`config.mk`:
```
export PLATFORM = sky130hd
export DESIGN_NAME = wb_cmd_master
export DESIGN_NICKNAME = d
export VERILOG_FILES = /design/src/rtl/wb_cmd_master.sv
export SDC_FILE = /design/constraint.sdc
export NUM_CORES = 1
export LEC_CHECK = 0
export ABC_AREA = 1
export CAP_MARGIN = 40
export CORE_MARGIN = 8
export CORE_UTILIZATION = 40
export DETAILED_ROUTE_END_ITERATION = 10
export HOLD_SLACK_MARGIN = 0.05
export MAX_ROUTING_LAYER = met4
export PLACE_DENSITY = 0.7
export RECOVER_POWER = 100
export SETUP_SLACK_MARGIN = 0.1
export SKIP_CTS_REPAIR_TIMING = 1
export SLEW_MARGIN = 20
export SYNTH_ARGS = -nofsm -noshare
export SYNTH_HDL_FRONTEND = slang
export SYNTH_SLANG_ARGS = --single-unit
```
`constraint.sdc`:
```
create_clock -name clk -period 4.35 [get_ports clk]
set_input_delay 0.87 -clock clk [delete_from_list [all_inputs] [get_ports clk]]
set_output_delay 0.87 -clock clk [all_outputs]
set_load 0.02 [all_outputs]
```
`src/rtl/wb_cmd_master.sv`:
```
// Byte-stream command parser driving single classic Wishbone cycles; status/read data returned as bytes.
// Latency: last command byte to rsp_valid_o is 2 cycles with a zero-wait ack, plus one cycle per ack wait state.
// Backpressure: cmd_ready_o drops from the bus cycle until the last response byte is taken; responses hold until rsp_ready_i.
// Optional: define WB_CMD_MASTER_ERR_EN to add wbm_err_i (bus error terminates the cycle with a 0x15 response).
module wb_cmd_master #(
    parameter int TIMEOUT_CYCLES = 1024,
    parameter int TO_W           = 16
) (
    input  logic        clk,
    input  logic        rst,
    input  logic [7:0]  cmd_byte_i,
    input  logic        cmd_valid_i,
    output logic        cmd_ready_o,
    output logic [7:0]  rsp_byte_o,
    output logic        rsp_valid_o,
    input  logic        rsp_ready_i,
    output logic        wbm_cyc_o,
    output logic        wbm_stb_o,
    output logic        wbm_we_o,
    output logic [31:0] wbm_addr_o,
    output logic [31:0] wbm_wdata_o,
    output logic [3:0]  wbm_sel_o,
    input  logic [31:0] wbm_rdata_i,
    input  logic        wbm_ack_i,
`ifdef WB_CMD_MASTER_ERR_EN
    input  logic        wbm_err_i,
`endif
    output logic        busy_o
);

    localparam logic [7:0] OP_RD  = 8'h52;
    localparam logic [7:0] OP_WR  = 8'h57;
    localparam logic [7:0] RSP_OK = 8'h06;
    localparam logic [7:0] RSP_NG = 8'h15;

    typedef enum logic [2:0] {
        S_IDLE,
        S_ADDR,
        S_WDATA,
        S_BUS,
        S_RSP_HDR,
        S_RSP_DATA
    } state_t;

    state_t          state;
    state_t          state_nxt;
    logic            we_q;
    logic            rd_ok;
    logic            cyc_q;
    logic [1:0]      byte_cnt;
    logic [31:0]     addr_q;
    logic [31:0]     wdata_q;
    logic [31:0]     rdata_q;
    logic [7:0]      rsp_q;
    logic [TO_W-1:0] to_cnt;
    logic            cmd_fire;
    logic            rsp_fire;
    logic            bus_err;
    logic            to_hit;
    logic            is_op;

`ifdef WB_CMD_MASTER_ERR_EN
    assign bus_err = wbm_err_i;
`else
    assign bus_err = 1'b0;
`endif

    assign cmd_fire = cmd_valid_i && cmd_ready_o;
    assign rsp_fire = rsp_valid_o && rsp_ready_i;
    assign is_op    = (cmd_byte_i == OP_RD) || (cmd_byte_i == OP_WR);
    // A zero TIMEOUT_CYCLES disables the watchdog entirely.
    assign to_hit   = (TIMEOUT_CYCLES != 0) && (to_cnt == TO_W'(TIMEOUT_CYCLES - 1));

    // cyc/stb/we/sel come straight from a flop so the bus never sees decode glitches.
    assign wbm_cyc_o   = cyc_q;
    assign wbm_stb_o   = cyc_q;
    assign wbm_we_o    = cyc_q && we_q;
    assign wbm_sel_o   = {4{cyc_q}};
    assign wbm_addr_o  = addr_q;
    assign wbm_wdata_o = wdata_q;
    assign rsp_byte_o  = rsp_q;

    // State register.
    always_ff @(posedge clk or posedge rst) begin
        if (rst) begin
            state <= S_IDLE;
        end else begin
            state <= state_nxt;
        end
    end

    // Next-state decode and handshake outputs.
    always_comb begin
        state_nxt   = state;
        cmd_ready_o = 1'b0;
        rsp_valid_o = 1'b0;
        busy_o      = (state != S_IDLE);
        case (state)
            S_IDLE: begin
                cmd_ready_o = 1'b1;
                if (cmd_fire) begin
                    state_nxt = is_op ? S_ADDR : S_RSP_HDR;
                end
            end
            S_ADDR: begin
                cmd_ready_o = 1'b1;
                if (cmd_fire && (byte_cnt == 2'd3)) begin
                    state_nxt = we_q ? S_WDATA : S_BUS;
                end
            end
            S_WDATA: begin
                cmd_ready_o = 1'b1;
                if (cmd_fire && (byte_cnt == 2'd3)) begin
                    state_nxt = S_BUS;
                end
            end
            S_BUS: begin
                if (bus_err || wbm_ack_i || to_hit) begin
                    state_nxt = S_RSP_HDR;
                end
            end
            S_RSP_HDR: begin
                rsp_valid_o = 1'b1;
                if (rsp_fire) begin
                    state_nxt = rd_ok ? S_RSP_DATA : S_IDLE;
                end
            end
            S_RSP_DATA: begin
                rsp_valid_o = 1'b1;
                if (rsp_fire && (byte_cnt == 2'd3)) begin
                    state_nxt = S_IDLE;
                end
            end
            default: state_nxt = S_IDLE;
        endcase
    end

    // Bus strobe flop: high exactly while the FSM sits in BUS.
    always_ff @(posedge clk or posedge rst) begin
        if (rst) begin
            cyc_q <= 1'b0;
        end else begin
            cyc_q <= (state_nxt == S_BUS);
        end
    end

    // Ack watchdog: restarts at zero on every BUS entry.
    always_ff @(posedge clk or posedge rst) begin
        if (rst) begin
            to_cnt <= '0;
        end else if (state == S_BUS) begin
            to_cnt <= to_cnt + TO_W'(1);
        end else begin
            to_cnt <= '0;
        end
    end

    // Frame assembly, bus result capture and response byte sequencing.
    always_ff @(posedge clk or posedge rst) begin
        if (rst) begin
            we_q     <= 1'b0;
            rd_ok    <= 1'b0;
            byte_cnt <= 2'd0;
            addr_q   <= '0;
            wdata_q  <= '0;
            rdata_q  <= '0;
            rsp_q    <= '0;
        end else begin
            case (state)
                S_IDLE: begin
                    if (cmd_fire) begin
                        byte_cnt <= 2'd0;
                        rd_ok    <= 1'b0;
                        if (is_op) begin
                            we_q <= (cmd_byte_i == OP_WR);
                        end else begin
                            rsp_q <= RSP_NG;
                        end
                    end
                end
                S_ADDR: begin
                    if (cmd_fire) begin
                        addr_q   <= {addr_q[23:0], cmd_byte_i};
                        byte_cnt <= byte_cnt + 2'd1;
                    end
                end
                S_WDATA: begin
                    if (cmd_fire) begin
                        wdata_q  <= {wdata_q[23:0], cmd_byte_i};
                        byte_cnt <= byte_cnt + 2'd1;
                    end
                end
                S_BUS: begin
                    // Priority: error, then ack (even on the expiry cycle), then timeout.
                    if (bus_err) begin
                        rsp_q <= RSP_NG;
                        rd_ok <= 1'b0;
                    end else if (wbm_ack_i) begin
                        rsp_q <= RSP_OK;
                        rd_ok <= !we_q;
                        if (!we_q) begin
                            rdata_q <= wbm_rdata_i;
                        end
                    end else if (to_hit) begin
                        rsp_q <= RSP_NG;
                        rd_ok <= 1'b0;
                    end
                end
                S_RSP_HDR: begin
                    if (rsp_fire && rd_ok) begin
                        rsp_q    <= rdata_q[31:24];
                        rdata_q  <= {rdata_q[23:0], 8'h00};
                        byte_cnt <= 2'd0;
                    end
                end
                S_RSP_DATA: begin
                    if (rsp_fire) begin
                        rsp_q    <= rdata_q[31:24];
                        rdata_q  <= {rdata_q[23:0], 8'h00};
                        byte_cnt <= byte_cnt + 2'd1;
                    end
                end
                default: ;
            endcase
        end
    end

endmodule

```
======== Word-level counts from Yosys, hierarchy flattened ========
Index checks and enable logic that the tools add are counted.
W data, S select, Z words.
word-level totals
  register bits after elaboration ......... 128
  latch bits .............................. 0
  RAM bits ................................ 0
  ROM bits ................................ 0
  bits of input ports ..................... 45
  memories kept ........................... 0
cells by class
  add/sub/neg operators ................... 2
  $mul .................................... 0
  div/mod/pow operators ................... 0
  order comparisons ....................... 0
  eq/ne operators ......................... 18
  shifts and indexed selects .............. 0
  muxes and demuxes ....................... 34
  bitwise operators ....................... 0
  reduce and logical (&&, ||, !) cells .... 25
operators with widths
  operator                 number
  $mux W32                 4
  $pmux W32 S3             1
  $mux W8                  6
  $pmux W8 S4              1
  $mux W3                  8
  $pmux W3 S6              1
  $add A16 B1 Y16 const B  1
  $eq A16 B10 Y1 const B   1
  $eq A8 B7 Y1 const B     2
  $mux W16                 1
  $ne A2 B2 Y1 const B     6
  $reduce_and A5 Y1        2
  $eq A3 B2 Y1 const B     3
  $mux W2                  4
  $pmux W2 S4              1
  $reduce_bool A4 Y1       2
  $eq A3 B3 Y1 const B     2
  $logic_and A1 B1 Y1      6
  $mux W1                  6
  $reduce_and A3 Y1        2
  $reduce_and A6 Y1        1
  $reduce_bool A3 Y1       2
  $reduce_and A2 Y1        2
  $reduce_or A2 Y1         2
  other kinds (11)         12

======== Depth between registers and ports, before layout ========
  depth in word-level cells ............... 8
  mapped depth ............................ 11
  gate-level depth less buffers ........... 10

======== Worst setup path after synthesis ========
Ideal clock, no wire load.
  path kind ............................... input -> register
  start ................................... input port wbm_ack_i
  end ..................................... register rdata_q[11]
  arrival time ............................ 1.646 ns
  required time ........................... 4.233 ns
  setup slack ............................. 2.587 ns
  cell stages on the path ................. 9
  path buffers ............................ 2
  cells stage by stage .................... inv_1 -> nor2_8 -> nand2_2 -> nand2_1 -> nand2_1 -> inv_2 -> buf_8 -> buf_6 -> o21ai_2
on the way
  cells in the longest elaborated chain, start to end .. 2
ends and longest elaborated chain
  item                                line  source
  start: declaration                  24    input logic wbm_ack_i,
  $ne A2 B2 Y1 (no source line)       n/a
  $reduce_and A5 Y1 (no source line)  n/a
  end signal: assignment              202   rdata_q <= wbm_rdata_i;
  end signal: assignment              212   rdata_q <= {rdata_q[23:0], 8'h00};
  end signal: assignment              219   rdata_q <= {rdata_q[23:0], 8'h00};
  end: declaration                    53    logic [31:0] rdata_q;
Every way passes these cells.
A chain may end at the register's enable or synchronous reset.

======== Worst setup path after layout ========
  start ................................... input port cmd_valid_i
  end ..................................... register wdata_q[30], in the netlist wbm_wdata_o[30]
on the way
  cells in the longest elaborated chain, start to end .. 2
ends and longest elaborated chain
  item                                line  source
  start: declaration                  12    input logic cmd_valid_i,
  $logic_and A1 B1 Y1                 68    assign cmd_fire = cmd_valid_i && cmd_ready_o;
  $reduce_and A2 Y1 (no source line)  n/a
  end signal: assignment              189   wdata_q <= {wdata_q[23:0], cmd_byte_i};
  end: declaration                    52    logic [31:0] wdata_q;
Every way passes these cells.

==> impl_metrics.ini <==
[routing]
wl_per_cell_um = 13.4
drtPass1Iterations = 5
wirelength_mm = 13.1
drt_iter0_drc = 219
vias = 4535
drc_errors = 0
viasPerCell = 4.66
ant_nets = 0

[synthesis]
ys_seq_area_share_pct = 55.4
synth_compound_area_share_pct = 12.7
ys_ff_latch = 128
synth_top_area_cell = dfrtp_1
synthTopCellsByArea = dfrtp_1 (55%), nand2_1 (10%), o21ai_0 (6.7%)
yosys_warnings = 0
netlist_area_sq_um = 5790
synthCells = 658
synth_edf_count = 0
synth.distinct_cells = 32
synth.most_common_cell = nand2_1
synthSimpleGateAreaFrac_pct = 18.6
synth_area_per_cell_sq_um = 8.79
synth_mux_area_share_pct = 3.11
yosys-top-cells-count = nand2_1 (159), dfrtp_1 (128), inv_1 (84)
yosysTopAreaCellShare_pct = 55.4
synth_nets = 705
synthFlopType = dfrtp_1
post_synth_fa_ha_maj_area_fraction_pct = 0.433
async_flop_share_pct = 100
yosys.area_share.xor_xnor_pct = 0.454
synth_top_family_by_area = simple AND/OR/NAND/NOR gates

[worst_setup_path]
path_max_fanout = 42
critical_path.cell_chain = dlygate4sd3_1, nand2_1, clkbuf_1, mux2_2
cp.required_ps = 4640
rr_worst_depth = 6
slowest_delay_ps = 1170
timing_worst_setup_path_type = input port to flop
start_kind = input port
crit_buf_inv = 2
end_kind = flop
cp_top_family = buffers and inverters
slowest_stage = clkbuf_1
cp.arrival_ps = 3490
cp_num_cells = 4

[global_route]
antenna_found_initial = 0
grt_pass1_vias = 4379
grt_overflow = 0
grt_first_pass_wirelength_mm = 21.6
grt_usage_pct = 15.2
grt_max_degree = 65

[cts]
htree_levels = 4
cts_made_buffers = 17
cts_tree = done
insertion_delay_ps = 410
clockRootBuffer = clkbuf_16
clkTransAtPathRegs_ps = 60
clock-sinks = 128
cts_max_path_buffers = 2

[sta]
drv_slew = 108
setup_viol = 0
clock.fmax_mhz = 312
finalSetupTns_ps = 0
worst_pin_slew_ps = 1580
rsz0062_at_grt = no
finalCritPeriodShare_pct = 73.6
fin_crit_ps = 3200
maxSlewHeadroom_pct = -5.07
worst_slack_ps = 1150
final_hold_viol_count = 0
fin_worst_skew_ps = 7.66

[place]
gp_congestion = 0.783
dp_hpwl_mm = 9.71
placed_area_sq_um = 7170
pre_cts_slack_ps = 1730
dp_cells = 943
io_buffer_count = 126

[layout]
syn_to_final_growth_pct = 30.7
post-route-util_pct = 52.8
antenna_cells = 0
fin_area_sq_um = 7560
fin_cells = 974
layout.nets = 825
layout-drive-gt1-share_pct = 7.09

[power_and_ir_drop]
ir_drop_v = 0.000314
total_leakage_power_nw = 3.75
power_density_nw_per_um2 = 548

[floorplanning]
ios = 127
die_area_sq_um = 18600
num_rows = 44
initial_core_util_pct = 40.4
core_region_area_sq_um = 14300
die_x_um = 136
die_h_um = 136

[hold_path]
hold_depth = 2
hold_class = flop to flop

[run_status]
violations = max-capacitance violations, max-slew violations
status = finished with violations

[run]
maxCapViolCount = 2
[worst min-delay path: stages (launching register included)]
cell and delay, ps:
dfrtp_1 340, nand2_1 50, nand2_1 40
[placed cells by master (no fill, tap or decap), drive strengths merged]
cell           instances
clkinv                 7
xnor2                  2
buf                    2
clkinvlp               4
inv                   87
o21a                   2
nand3                 28
nor2                  58
xor2                   1
mux2                  16
a21boi                 1
clkbuf                26
clkdlybuf4s50         41
a21oi                 26
nor3b                  2
o21ai                101
nand4                  3
dlygate4sd3           85
dfrtp                128
o211ai                 1
nor3                   7
ha                     2
nand2                160
[metrics by stage]
step / total power (W) / hold WS (ps)
finish: 0.00414 / 463
floorplan: 0.00255 / 433
CTS: 0.00436 / 470
global placement: 0.00302 / 458
global route: 0.00444 / 489
detailed placement: 0.00307 / 459
[where the power goes]
part | total [W] | internal, W | switching (W)
logic | 0.00130 | 0.000492 | 0.000804
registers | 0.00157 | 0.00145 | 0.000119
clock network | 0.00128 | 0.000782 | 0.000495
total | 0.00414 | 0.00272 | 0.00142
[worst paths after layout]
| kind | slack [ps] | end | start |
|---|---|---|---|
| max | 1150 | wbm_wdata_o[30]$_DFFE_PP0P_ | cmd_valid_i |
| min | 460 | rsp_byte_o[4]$_DFFE_PP0P_ | rsp_byte_o[4]$_DFFE_PP0P_ |
| max reg2reg | 1570 | wbm_wdata_o[30]$_DFFE_PP0P_ | state[0]$_DFF_PP0_ |
| min reg2reg | 460 | rsp_byte_o[4]$_DFFE_PP0P_ | rsp_byte_o[4]$_DFFE_PP0P_ |
| max in group asynchronous | 1570 | rdata_q[23]$_DFFE_PP0P_ | rst |
| min in group asynchronous | 920 | wbm_wdata_o[24]$_DFFE_PP0P_ | rst |
[sequential cells by signal (all words and copies together), names as in the netlist]
signal and flops:
byte_cnt 2, rd_ok 1, rdata_q 32, rsp_byte_o 8, state 3, to_cnt 16, wbm_addr_o 32, wbm_cyc_o 1
wbm_wdata_o 32, we_q 1
[per-layer routing]
metal,share of wire [%],GRT usage [%]
met1,47,19.9
met2,45,22.4
met3,6.0,3.81
met4,1.5,5.49
met5,0,-
[final cells by class]
class                           instances  area [sq um]
Fill cell                            1345          6750
Sequential cell                       128          3200
Multi-Input combinational cell        410          1940
Timing Repair Buffer                  132          1310
Clock buffer                           22           484
Inverter                               89           335
Tap cell                              184           230
Clock inverter                          9          60.1
[cell families after synthesis]
logic type / count (synthesis)
flip-flops: 128
multiplexers: 16
XOR/XNOR: 3
AO/OA/AOI/OAI: 131
adder cells (fa/ha/maj): 2
buffers and inverters: 120
AND/OR/NAND/NOR: 258
Note: power is estimated with default switching activity, not from simulation.
